File: src/rtl/mem_port_sequencer.sv
// mem_port_sequencer
// Sequences the MAR/MDR/memory datapath for one memory access at a time. It
// also arbitrates the single memory port between the instruction-fetch
// requester and the load/store requester.
//
// Ports
//   clk        system clock, rising edge
//   clr        asynchronous reset, active-low
//   if_req     fetch requester wants a memory read
//   ls_req     load/store requester wants an access
//   ls_write   1=store, 0=load; sampled with ls_req at grant
//   mem_ready  memory finished current access
//   if_grant   fetch owns the port (ADDR..DONE)
//   ls_grant   load/store owns the port (ADDR..DONE)
//   busy       state != IDLE
//   done       one-cycle completion pulse
//   err        one-cycle pulse with done on timeout
//   MAR_in     load MAR from bus
//   MDR_in     MDR load enable
//   MDR_read   MDR source: 1=memory data, 0=bus
//   mem_read   memory read strobe
//   mem_write  memory write strobe
//
// state     | meaning
// ----------+-------------------------------------------------------------
// IDLE      | port free; requests sampled and arbitrated here only
// ADDR      | MAR loads the address from the bus
// LATCH     | store only: MDR latches write data from the bus
// MEM_WAIT  | strobe held; wait for mem_ready or TIMEOUT cycles
// CAPTURE   | read only: MDR latches memory data
// DONE      | done pulse (err with it on timeout); grants drop after this

module mem_port_sequencer #(
  parameter int TIMEOUT = 15,
  parameter int CNT_W   = 4
) (
  input  logic clk,
  input  logic clr,
  input  logic if_req,
  input  logic ls_req,
  input  logic ls_write,
  input  logic mem_ready,
  output logic if_grant,
  output logic ls_grant,
  output logic busy,
  output logic done,
  output logic err,
  output logic MAR_in,
  output logic MDR_in,
  output logic MDR_read,
  output logic mem_read,
  output logic mem_write
);

  typedef enum logic [2:0] {
    IDLE     = 3'd0,
    ADDR     = 3'd1,
    LATCH    = 3'd2,
    MEM_WAIT = 3'd3,
    CAPTURE  = 3'd4,
    DONE     = 3'd5
  } state_t;

  // Counter value on the edge that completes the TIMEOUT-th wait cycle.
  localparam logic [CNT_W-1:0] CNT_LAST = CNT_W'(TIMEOUT - 1);

  state_t            state, state_nx;
  logic [CNT_W-1:0]  cnt, cnt_nx;
  logic              err_flag, err_flag_nx;
  logic              last_ls, last_ls_nx;     // 1: last grant went to load/store
  logic              op_write, op_write_nx;
  logic              owner_ls, owner_ls_nx;   // 1: current operation belongs to load/store

  always_ff @(posedge clk or negedge clr) begin
    if (!clr) begin
      state    <= IDLE;
      cnt      <= '0;
      err_flag <= 1'b0;
      last_ls  <= 1'b1;   // fetch wins the first tie
      op_write <= 1'b0;
      owner_ls <= 1'b0;
    end else begin
      state    <= state_nx;
      cnt      <= cnt_nx;
      err_flag <= err_flag_nx;
      last_ls  <= last_ls_nx;
      op_write <= op_write_nx;
      owner_ls <= owner_ls_nx;
    end
  end

  always_comb begin
    state_nx    = state;
    cnt_nx      = cnt;
    err_flag_nx = err_flag;
    last_ls_nx  = last_ls;
    op_write_nx = op_write;
    owner_ls_nx = owner_ls;
    case (state)
      IDLE: begin
        // Fetch takes the port when alone, or on a tie when LS had it last.
        if (if_req && (!ls_req || last_ls)) begin
          owner_ls_nx = 1'b0;
          last_ls_nx  = 1'b0;
          op_write_nx = 1'b0;
          state_nx    = ADDR;
        end else if (ls_req) begin
          owner_ls_nx = 1'b1;
          last_ls_nx  = 1'b1;
          op_write_nx = ls_write;
          state_nx    = ADDR;
        end
      end
      ADDR:    state_nx = op_write ? LATCH : MEM_WAIT;
      LATCH:   state_nx = MEM_WAIT;
      MEM_WAIT: begin
        // Ready is checked first so a same-edge ready beats the timeout.
        if (mem_ready) begin
          cnt_nx   = '0;
          state_nx = op_write ? DONE : CAPTURE;
        end else if (cnt == CNT_LAST) begin
          cnt_nx      = '0;
          err_flag_nx = 1'b1;
          state_nx    = DONE;
        end else begin
          cnt_nx = cnt + CNT_W'(1);
        end
      end
      CAPTURE: state_nx = DONE;
      DONE: begin
        err_flag_nx = 1'b0;
        state_nx    = IDLE;
      end
      default: begin
        cnt_nx      = '0;
        err_flag_nx = 1'b0;
        state_nx    = IDLE;
      end
    endcase
  end

  always_comb begin
    busy      = (state != IDLE);
    if_grant  = busy && !owner_ls;
    ls_grant  = busy && owner_ls;
    done      = (state == DONE);
    err       = (state == DONE) && err_flag;
    MAR_in    = (state == ADDR);
    MDR_in    = (state == LATCH) || (state == CAPTURE);
    MDR_read  = (state == CAPTURE);
    mem_read  = (state == MEM_WAIT) && !op_write;
    mem_write = (state == MEM_WAIT) && op_write;
  end

endmodule

File: config.mk
export PLATFORM = sky130hd
export DESIGN_NAME = mem_port_sequencer
export DESIGN_NICKNAME = d
export VERILOG_FILES = /design/src/rtl/mem_port_sequencer.sv
export SDC_FILE = /design/constraint.sdc
export NUM_CORES = 1
export LEC_CHECK = 0
export ABC_CLOCK_PERIOD_IN_PS = 1800
export CAP_MARGIN = 20
export CORE_AREA = 2 2 45 47
export DETAILED_ROUTE_END_ITERATION = 8
export DIE_AREA = 0 0 47 49
export GPL_ROUTABILITY_DRIVEN = 1
export SYNTH_ARGS = -nofsm -noshare
export SYNTH_HDL_FRONTEND = slang
export SYNTH_SLANG_ARGS = --single-unit
File: constraint.sdc
create_clock -name clk -period 1.8 [get_ports clk]
set_clock_uncertainty 0.15 [all_clocks]
set_input_delay 0.36 -clock clk [delete_from_list [all_inputs] [get_ports clk]]
set_output_delay 0.36 -clock clk [all_outputs]
set_load 0.02 [all_outputs]
==> results of run 1 <==
[registers in the layout (all words and copies together), names as in the netlist]
register	count
cnt	4
state	3
err_flag	1
last_ls	1
op_write	1
owner_ls	1
[routing by layer]
metal | global-route usage | wire length (um) | vias to the layer above
met3 | 0.02222 | 72 | 2
met2 | 0.2146 | 690 | 14
met4 | 0.05556 | 10 | 0
met1 | 0.2055 | 759 | 302
li1 | - | - | 324
met5 | 0 | 0 | -
[power by group through the flow]
stage / Sequential, W / Clock, W / Combinational [W]
after floorplan: 0.000391 / 0 / 0.000501
after global placement: 0.000428 / 0 / 0.000890
after detailed placement: 0.000430 / 0 / 0.000896
after CTS: 0.000429 / 0.000173 / 0.000896
after global routing: 0.000446 / 0.000187 / 0.00111
final: 0.000432 / 0.000169 / 0.00102
[logic make-up (layout without fill, tap and decap cells)]
logic type,Yosys count,after routing
AND/OR/NAND/NOR,30,30
flip-flops,11,11
buffers and inverters,9,48
adder cells (fa/ha/maj),2,2
XOR/XNOR,2,2
AO/OA/AOI/OAI,18,18
[per-stage QoR]
step	worst slack [ns]	instance area (sq um)	power, W
after floorplan	0.1475	646.9	0.0008912
after global placement	-0.1565	925.9	0.001318
after detailed placement	-0.1738	925.9	0.001326
after CTS	-0.05953	950.9	0.001498
after global routing	-0.08310	1015	0.001747
final	-0.01910	1015	0.001626
[repair_timing]
item,4_1_cts,5_1_grt
pin swaps,1,3
setup buffers,4,4
setup endpoints to repair,10,9
hold endpoints to repair,0,0
gates cloned,0,0
resized for setup,43,11
[critical path, stage by stage (launching register included)]
cell and delay, ns:
dfrtp_1 0.41, buf_6 0.13, nor3_4 0.18, buf_4 0.14
nor2b_1 0.03, buf_4 0.15
[path summary, 6_finish.rpt]
path                                      start                    to  slack (ns)
min                                         clr  state[0]$_DFFE_PN0P_        0.28
max                        state[1]$_DFFE_PN0P_              ls_grant       -0.02
min in group clk           err_flag$_DFFE_PN0P_  err_flag$_DFFE_PN0P_        0.36
min reg2reg                err_flag$_DFFE_PN0P_  err_flag$_DFFE_PN0P_        0.36
max in group asynchronous                   clr  state[2]$_DFFE_PN0P_        0.84
max reg2reg                state[0]$_DFFE_PN0P_  op_write$_DFFE_PN0P_        0.05
[cell type report]
class / count / area [sq um] / area share
clock buffers: 4 / 26.28 / 0.02589
inverters: 6 / 22.52 / 0.02219
multi-input cells: 52 / 349.1 / 0.3440
flip-flops and latches: 11 / 279.0 / 0.2750
well taps: 27 / 33.78 / 0.03329
repair buffers: 38 / 304.0 / 0.2996
[placed cells by master, fill, tap and decap left out, types with 2 or more instances in the layout]
master,Yosys,final
buf_4,1,26
buf_2,2,3
ha_1,2,2
nand3_1,3,3
nand2_1,10,10
xnor2_1,2,2
o21ai_1,6,6
dfrtp_2,0,2
inv_1,6,6
nor2_1,5,4
clkdlybuf4s50_1,0,5
clkbuf_4,0,3
buf_6,0,3
dfrtp_1,10,8
a21oi_1,3,3
nor2b_1,2,2
==> reports/results.tsv, run 1 <==
metric	value	unit
Detailed Place HPWL	1107	um
TNS Setup	-0.01910	ns
placed insts	126	
clk_lat worst skew	0.26	ns
remaining global-route overflow	0	
area grow syn2layout	56.87	%
top-area cell type share of the netlist area	0.3868	
final setup fails	1	
Port Buffers	15	
combinational power share	0.630	
Yosys top cell by area	dfrtp_1	
Netlist cell types	32	
Clock Power Share	0.104	
post-route ant nets	0	
die area	2303	sq um
final core utilization	0.5510	
Syn Std Cell Area	646.9	sq um
Iter 0 DRT Violations	9	
worst-case clock buffer depth	2	
post-synthesis sequential area ratio	0.4275	
Critical Path Source Type	flop	
clock slew at reported path FFs	0.07	ns
total number of vias	642	
crit end category	output pin	
layout cells sized above 1	0.3964	
Internal Power	0.0009806	W
syn_area_per_cell	8.984	sq um
Synthesis Warnings	0	
sw frac	0.3970	
first-pass GRT wire length	2470	um
power share of the sequential group	0.266	
CTS Hold Bufs	0	
Main synth FF type	dfrtp_1	
PD cells	1603	nW/um^2
filler-free cell count of the finished design	138	
relative slew slack	0.6543	
H-tree depth	1	
worst hold slack	0.2844	ns
worst r2r path cells	8	
DRC	0	
Required @ worst endpoint	1.29	ns
main combinational cell family by area after synthesis	simple AND/OR/NAND/NOR gates	
Syn Inst Count	72	
Synth top cells by count	10 x dfrtp_1, 10 x nand2_1, 6 x inv_1, 6 x o21ai_1, 5 x nor2_1	
Post-synth ARST share	1.000	
# rows	16	
worst slew pin tran	0.5169	ns
Post-synth EDFFs	0	
CTS buffer count	3	
Pre-antenna DRT Iters	4	
Leakage	0.4823	nW
violated checks	setup timing	
fmax	0.5497	GHz
status	complete, but fails checks	
initial antenna violation count	0	
die width	47	um
vias per cell	4.652	
total clock sinks	11	
Max-Cap Viols	0	
Root Driver	clkbuf_4	
drt wl/cell	11.10	um
final hold viol count	0	
Worst Hold Class	in -> async	
Ports	16	
CTS tree	built	
post-synthesis mux area share	0	
core area	1842	sq um
largest net degree at the start of global routing	12	
Final WS setup	-0.01910	ns
Pins Over Slew Limit	0	
Overall Global Routing Usage	0.1444	
Setup CP Type	reg -> out	
post-synthesis simple-gate area fraction	0.2534	
Critical Path AT	1.31	ns
Initial Utilization	0.3512	
worst ir drop on vdd	0.7380	mV
Synth Area in XOR/XNOR	0.02708	
adder-cell area share of the yosys netlist	0.03868	
Total Wirelength	1532	um
top cells by area, synth	dfrtp_1 39%, nand2_1 5.8%, o21ai_1 4.6%	
Mapped Nets	80	
Fillers	174	
crit-path max FO	4	
Placer Congestion	0.7928	
ant diodes	0	
net switching power	0.0006456	W
Period Utilization, post-route	1.011	
die height	49	um
RSZ-0062 raised after global routing	yes	
vias in the first global route	587	
Yosys reg bits	11	
final net count	120	
compound-cell area share of the yosys netlist	0.1915	
fin crit period	1.819	ns
Power figures use the tool's default switching activity.
==> inputs of run 2 (changes only) <==
CORE_AREA = 2 2 41 43   (was 2 2 45 47)
DIE_AREA = 0 0 43 45   (was 0 0 47 49)
GPL_ROUTABILITY_DRIVEN = 0   (was 1)
PLACE_DENSITY = 0.72   (was default)
==> run 2 against run 1 <==
  * The run still ends with setup timing left
  * Sequential cell count did not move
  * Setup slack got worse by 0.0036 ns
  * Final cell count fell by 10%
  * Combinational power barely moved
  * Largest power group unchanged
==> reports/results.tsv, run 2 (synthesized netlist as in run 1, its figures left out) <==
metric	value	unit	change
Leakage	0.4699	nW	was 0.4823 nW
Initial Utilization	0.4396		was 0.3512
fmax	0.5486	GHz	was 0.5497 GHz
TNS Setup	-0.04119	ns	was -0.01910 ns
total number of vias	647		was 642
Iter 0 DRT Violations	5		was 9
Critical Path Source Type	flop		unchanged
DRC	0		unchanged
combinational power share	0.619		was 0.630
Clock Power Share	0.107		was 0.104
crit path cell chain	buf_6 -> nor3_4 -> nor2_1 -> buf_4		was buf_6 -> nor3_4 -> buf_4 -> nor2b_1 -> buf_4
H-tree depth	1		unchanged
CTS buffer count	3		unchanged
total clock sinks	11		unchanged
core area	1471	sq um	was 1842 sq um
die area	1935	sq um	was 2303 sq um
worst-case clock buffer depth	2		unchanged
die height	45	um	was 49 um
Fillers	124		was 174
fin crit period	1.823	ns	was 1.819 ns
Pre-antenna DRT Iters	4		unchanged
# rows	14		was 16
Critical Path Start	state[1]$_DFFE_PN0P_		unchanged
sw frac	0.4090		was 0.3970
die width	43	um	was 47 um
Setup CP Type	reg -> out		unchanged
clock slew at reported path FFs	0.07	ns	about the same
Required @ worst endpoint	1.29	ns	about the same
worst slew pin tran	0.5068	ns	was 0.5169 ns
clk_lat worst skew	0.27	ns	was 0.26 ns
post-route ant nets	0		unchanged
Final WS setup	-0.02266	ns	was -0.01910 ns
Overall Global Routing Usage	0.1834		was 0.1444
CP delay by family, top	flip-flops		was buffers and inverters
final net count	117		was 120
Total Wirelength	1628	um	was 1532 um
Pins Over Slew Limit	0		unchanged
number of flip-flops in the largest register	4		unchanged
Internal Power	0.0009480	W	was 0.0009806 W
vias per cell	5.218		was 4.652
PD cells	1646	nW/um^2	was 1603 nW/um^2
CTS tree	built		unchanged
Detailed Place HPWL	1065	um	was 1107 um
Period Utilization, post-route	1.013		was 1.011
vias in the first global route	623		was 587
Max-Cap Viols	0		unchanged
Biggest register	cnt		unchanged
initial antenna violation count	0		unchanged
Port Buffers	15		unchanged
Slowest-stage cell, CP	dfrtp_2		was dfrtp_1
max incr delay on CP	0.45	ns	was 0.41 ns
status	complete, but fails checks		unchanged
worst ir drop on vdd	0.9422	mV	was 0.7380 mV
buffers and inverters on the worst path	2		was 3
largest net degree at the start of global routing	12		unchanged
violated checks	setup timing		unchanged
Crit Reg-Reg Startpoint	state[1]$_DFFE_PN0P_		was state[0]$_DFFE_PN0P_
final setup fails	3		was 1
final hold viol count	0		unchanged
final core utilization	0.6624		was 0.5510
Ports	16		unchanged
drt wl/cell	13.13	um	was 11.10 um
Critical Path AT	1.31	ns	about the same
net switching power	0.0006560	W	was 0.0006456 W
crit-path max FO	5		was 4
RR Endpoint	op_write$_DFFE_PN0P_		unchanged
worst r2r path cells	7		was 8
worst reg2reg setup slack	0.15	ns	was 0.05 ns
layout cells sized above 1	0.3981		was 0.3964
relative slew slack	0.6611		was 0.6543
Largest regs	cnt: 4 flops, state: 3 flops		unchanged
most frequent cells in the layout	23 x buf_4, 10 x nand2_1, 7 x dfrtp_1		was 26 x buf_4, 10 x nand2_1, 8 x dfrtp_1
commonest non-fill, non-tap cell in the layout	buf_4		unchanged
Worst Hold Class	in -> async		unchanged
RSZ-0062 raised after global routing	yes		unchanged
Root Driver	clkbuf_4		unchanged
power share of the sequential group	0.274		was 0.266
ant diodes	0		unchanged
crit end category	output pin		unchanged
first-pass GRT wire length	2622	um	was 2470 um
total chip power	0.001604	W	was 0.001626 W
area grow syn2layout	50.68	%	was 56.87%
remaining global-route overflow	0		unchanged
[run 2: repair_timing]
| action | 4_1_cts | 5_1_grt |
|---|---|---|
| hold buffers | 0 | 0 |
| gates resized for setup | 43 | 13 |
| setup buffers | 5 | 4 |
| setup endpoints to repair | 10 | 9 |
| pin swaps | 1 | 2 |
[run 2: per-stage QoR]
step                hold slack (ns)  std cells  setup WS (ns)  instance area [sq um]
CTS                          0.2808        120       -0.05401                  919.6
floorplan                  -0.08559         72         0.1475                  646.9
global route                 0.3159        124        -0.1038                  974.7
finish                       0.2741        124       -0.02266                  974.7
global placement             0.3352        111        -0.1896                  882.1
detailed placement           0.3475        111        -0.2168                  882.1
[run 2: area by class of cell]
| cell class | count | area [sq um] | share of cell area |
|---|---|---|---|
| multi-input cells | 52 | 349.1 | 0.3582 |
| flip-flops and latches | 11 | 280.3 | 0.2875 |
| repair buffers | 35 | 276.5 | 0.2837 |
| clock buffers | 4 | 26.28 | 0.02696 |
| inverters | 6 | 22.52 | 0.02311 |
| well taps | 16 | 20.02 | 0.02054 |
[run 2: power by group through the flow]
stage	Sequential [W]	Clock [W]	Combinational, W
2_1_floorplan	0.000391	0	0.000501
3_3_place_gp	0.000438	0	0.000820
5_1_grt	0.000457	0.000190	0.00108
3_5_place_dp	0.000442	0	0.000832
6_report	0.000440	0.000172	0.000992
4_1_cts	0.000433	0.000188	0.000862
[run 2: metal layers]
metal / wire (um) / global-route usage / part of all wire
met5: 0 / 0 / 0
met4: 4 / 0.08485 / 0.0025
met3: 70 / 0.04400 / 0.043
met2: 836 / 0.3091 / 0.51
met1: 716 / 0.2236 / 0.44
[run 2: worst max-delay path by stage]
stage / end / depth (start not counted)
after global placement: ls_grant / 4
after CTS: ls_grant / 4
final: if_grant / 4
after floorplan: mem_read / 4
after detailed placement: ls_grant / 4
after global routing: if_grant / 4
==> inputs of run 3 (changes only) <==
SETUP_SLACK_MARGIN = 0.05   (was default)
==> run 3 against run 2 <==
  * Utilization increased by 0.26 points
  * Largest power group unchanged
  * Critical path type unchanged
  * The run still ends with setup timing left
  * Highest routed layer unchanged
  * Final cell count fell by 0.81%
  * Sequential cell count unchanged
==> reports/results.tsv, run 3 (synthesized netlist as in run 1, its figures left out) <==
metric	value	unit	change
status	complete, but fails checks		unchanged
violated checks	setup timing		unchanged
Crit Reg-Reg Startpoint	state[2]$_DFFE_PN0P_		was state[1]$_DFFE_PN0P_
final net count	116		was 117
Initial Utilization	0.4396		unchanged
clk_lat worst skew	0.28	ns	was 0.27 ns
die area	1935	sq um	unchanged
drt wl/cell	13.66	um	was 13.13 um
sw frac	0.4124		was 0.4090
CTS buffer count	3		unchanged
core area	1471	sq um	unchanged
Ports	16		unchanged
worst r2r path cells	5		was 7
TNS Setup	-0.1259	ns	was -0.04119 ns
area grow syn2layout	51.26	%	was 50.68%
Max-Cap Viols	0		unchanged
post-route ant nets	0		unchanged
crit-path max FO	6		was 5
ant diodes	0		unchanged
CTS Hold Bufs	0		unchanged
Leakage	0.4680	nW	was 0.4699 nW
total number of vias	667		was 647
final setup fails	4		was 3
Largest regs	cnt: 4 flops, state: 3 flops		unchanged
Final WS setup	-0.05473	ns	was -0.02266 ns
worst slew pin tran	0.5110	ns	was 0.5068 ns
net switching power	0.0006660	W	was 0.0006560 W
Port Buffers	15		unchanged
dpl ws	-0.2168	ns	unchanged
worst ir drop on vdd	0.9466	mV	was 0.9422 mV
Internal Power	0.0009490	W	was 0.0009480 W
layout cells sized above 1	0.4112		was 0.3981
# rows	14		unchanged
most frequent cells in the layout	21 x buf_4, 10 x nand2_1, 7 x dfrtp_1		was 23 x buf_4, 10 x nand2_1, 7 x dfrtp_1
Biggest register	cnt		unchanged
Pre-antenna DRT Iters	4		unchanged
number of flip-flops in the largest register	4		unchanged
H-tree depth	1		unchanged
worst reg2reg setup slack	0.19	ns	was 0.15 ns
final hold viol count	0		unchanged
Clock Power Share	0.113		was 0.107
die width	43	um	unchanged
Worst Hold Class	in -> async		unchanged
combinational power share	0.614		was 0.619
CTS tree	built		unchanged
power share of the sequential group	0.273		was 0.274
fin crit period	1.855	ns	was 1.823 ns
Required @ worst endpoint	1.29	ns	about the same
crit end category	output pin		unchanged
remaining global-route overflow	0		unchanged
commonest non-fill, non-tap cell in the layout	buf_4		unchanged
vias in the first global route	631		was 623
Detailed Place HPWL	1065	um	unchanged
Total Wirelength	1680	um	was 1628 um
PD cells	1651	nW/um^2	was 1646 nW/um^2
Root Driver	clkbuf_4		unchanged
worst-case clock buffer depth	2		unchanged
DRC	0		unchanged
relative slew slack	0.6583		was 0.6611
Iter 0 DRT Violations	6		was 5
Pins Over Slew Limit	0		unchanged
initial antenna violation count	0		unchanged
Setup CP Type	reg -> out		unchanged
die height	45	um	unchanged
final core utilization	0.6650		was 0.6624
Critical Path AT	1.34	ns	was 1.31 ns
first-pass GRT wire length	2718	um	was 2622 um
largest net degree at the start of global routing	12		unchanged
Overall Global Routing Usage	0.1946		was 0.1834
total clock sinks	11		unchanged
fmax	0.5392	GHz	was 0.5486 GHz
RSZ-0062 raised after global routing	yes		unchanged
Critical Path Source Type	flop		unchanged
RR Endpoint	cnt[2]$_DFFE_PN0N_		was op_write$_DFFE_PN0P_
Period Utilization, post-route	1.030		was 1.013
vias per cell	5.423		was 5.218
clock slew at reported path FFs	0.08	ns	was 0.07 ns
## run 3: how the worst max path moves through the flow
| stage | start | end | slack [ns] |
|---|---|---|---|
| 3_5_place_dp | state[0]$_DFFE_PN0P_ | ls_grant | -0.22 |
| 4_1_cts | state[0]$_DFFE_PN0P_ | ls_grant | -0.04 |
| 2_1_floorplan | state[0]$_DFFE_PN0P_ | mem_read | 0.15 |
| 5_1_grt | state[0]$_DFFE_PN0P_ | if_grant | -0.11 |
| 6_report | state[0]$_DFFE_PN0P_ | MAR_in | -0.05 |
| 3_3_place_gp | state[0]$_DFFE_PN0P_ | ls_grant | -0.19 |
## run 3: cell type report
class                      count  area (sq um)
sequential                    11         280.3
tap                           16         20.02
fill                         120         493.0
timing repair buffer          34         279.0
clock buffer                   4         26.28
inverter                       6         22.52
multi-input combinational     52         350.3
## run 3: power by group through the flow
stage               Sequential [W]  Clock (W)  Combinational (W)
finish                    0.000441   0.000182           0.000992
CTS                       0.000436   0.000188           0.000931
detailed placement        0.000442          0           0.000832
global route              0.000458   0.000195            0.00108
global placement          0.000438          0           0.000820
floorplan                 0.000391          0           0.000501
## run 3: through the flow
stage               instances  hold slack, ns  total power [W]  instance area [sq um]
finish                    123          0.2614         0.001615                  978.4
floorplan                  72        -0.08559        0.0008912                  646.9
global route              123          0.3100         0.001729                  978.4
CTS                       121          0.2808         0.001555                  953.4
global placement          111          0.3352         0.001257                  882.1
detailed placement        111          0.3475         0.001274                  882.1
## run 3: what timing repair did
action                     CTS  global route
resized for setup           54             7
setup endpoints to repair   10            10
setup buffers                6             2
pin swaps                    2             2
## run 3: critical path, cell delays in order (launching register included)
cell and delay [ns]:
dfrtp_2 0.43, buf_4 0.14, nor3b_1 0.27, buf_2 0.23
## run 3: metal layers
| layer | up-vias | track usage | part of all wire |
|---|---|---|---|
| met5 | - | 0 | 0 |
| met4 | 0 | 0.1091 | 0.029 |
| met3 | 7 | 0.04400 | 0.039 |
| met2 | 13 | 0.3242 | 0.50 |
| met1 | 329 | 0.2343 | 0.43 |
| li1 | 318 | - | - |
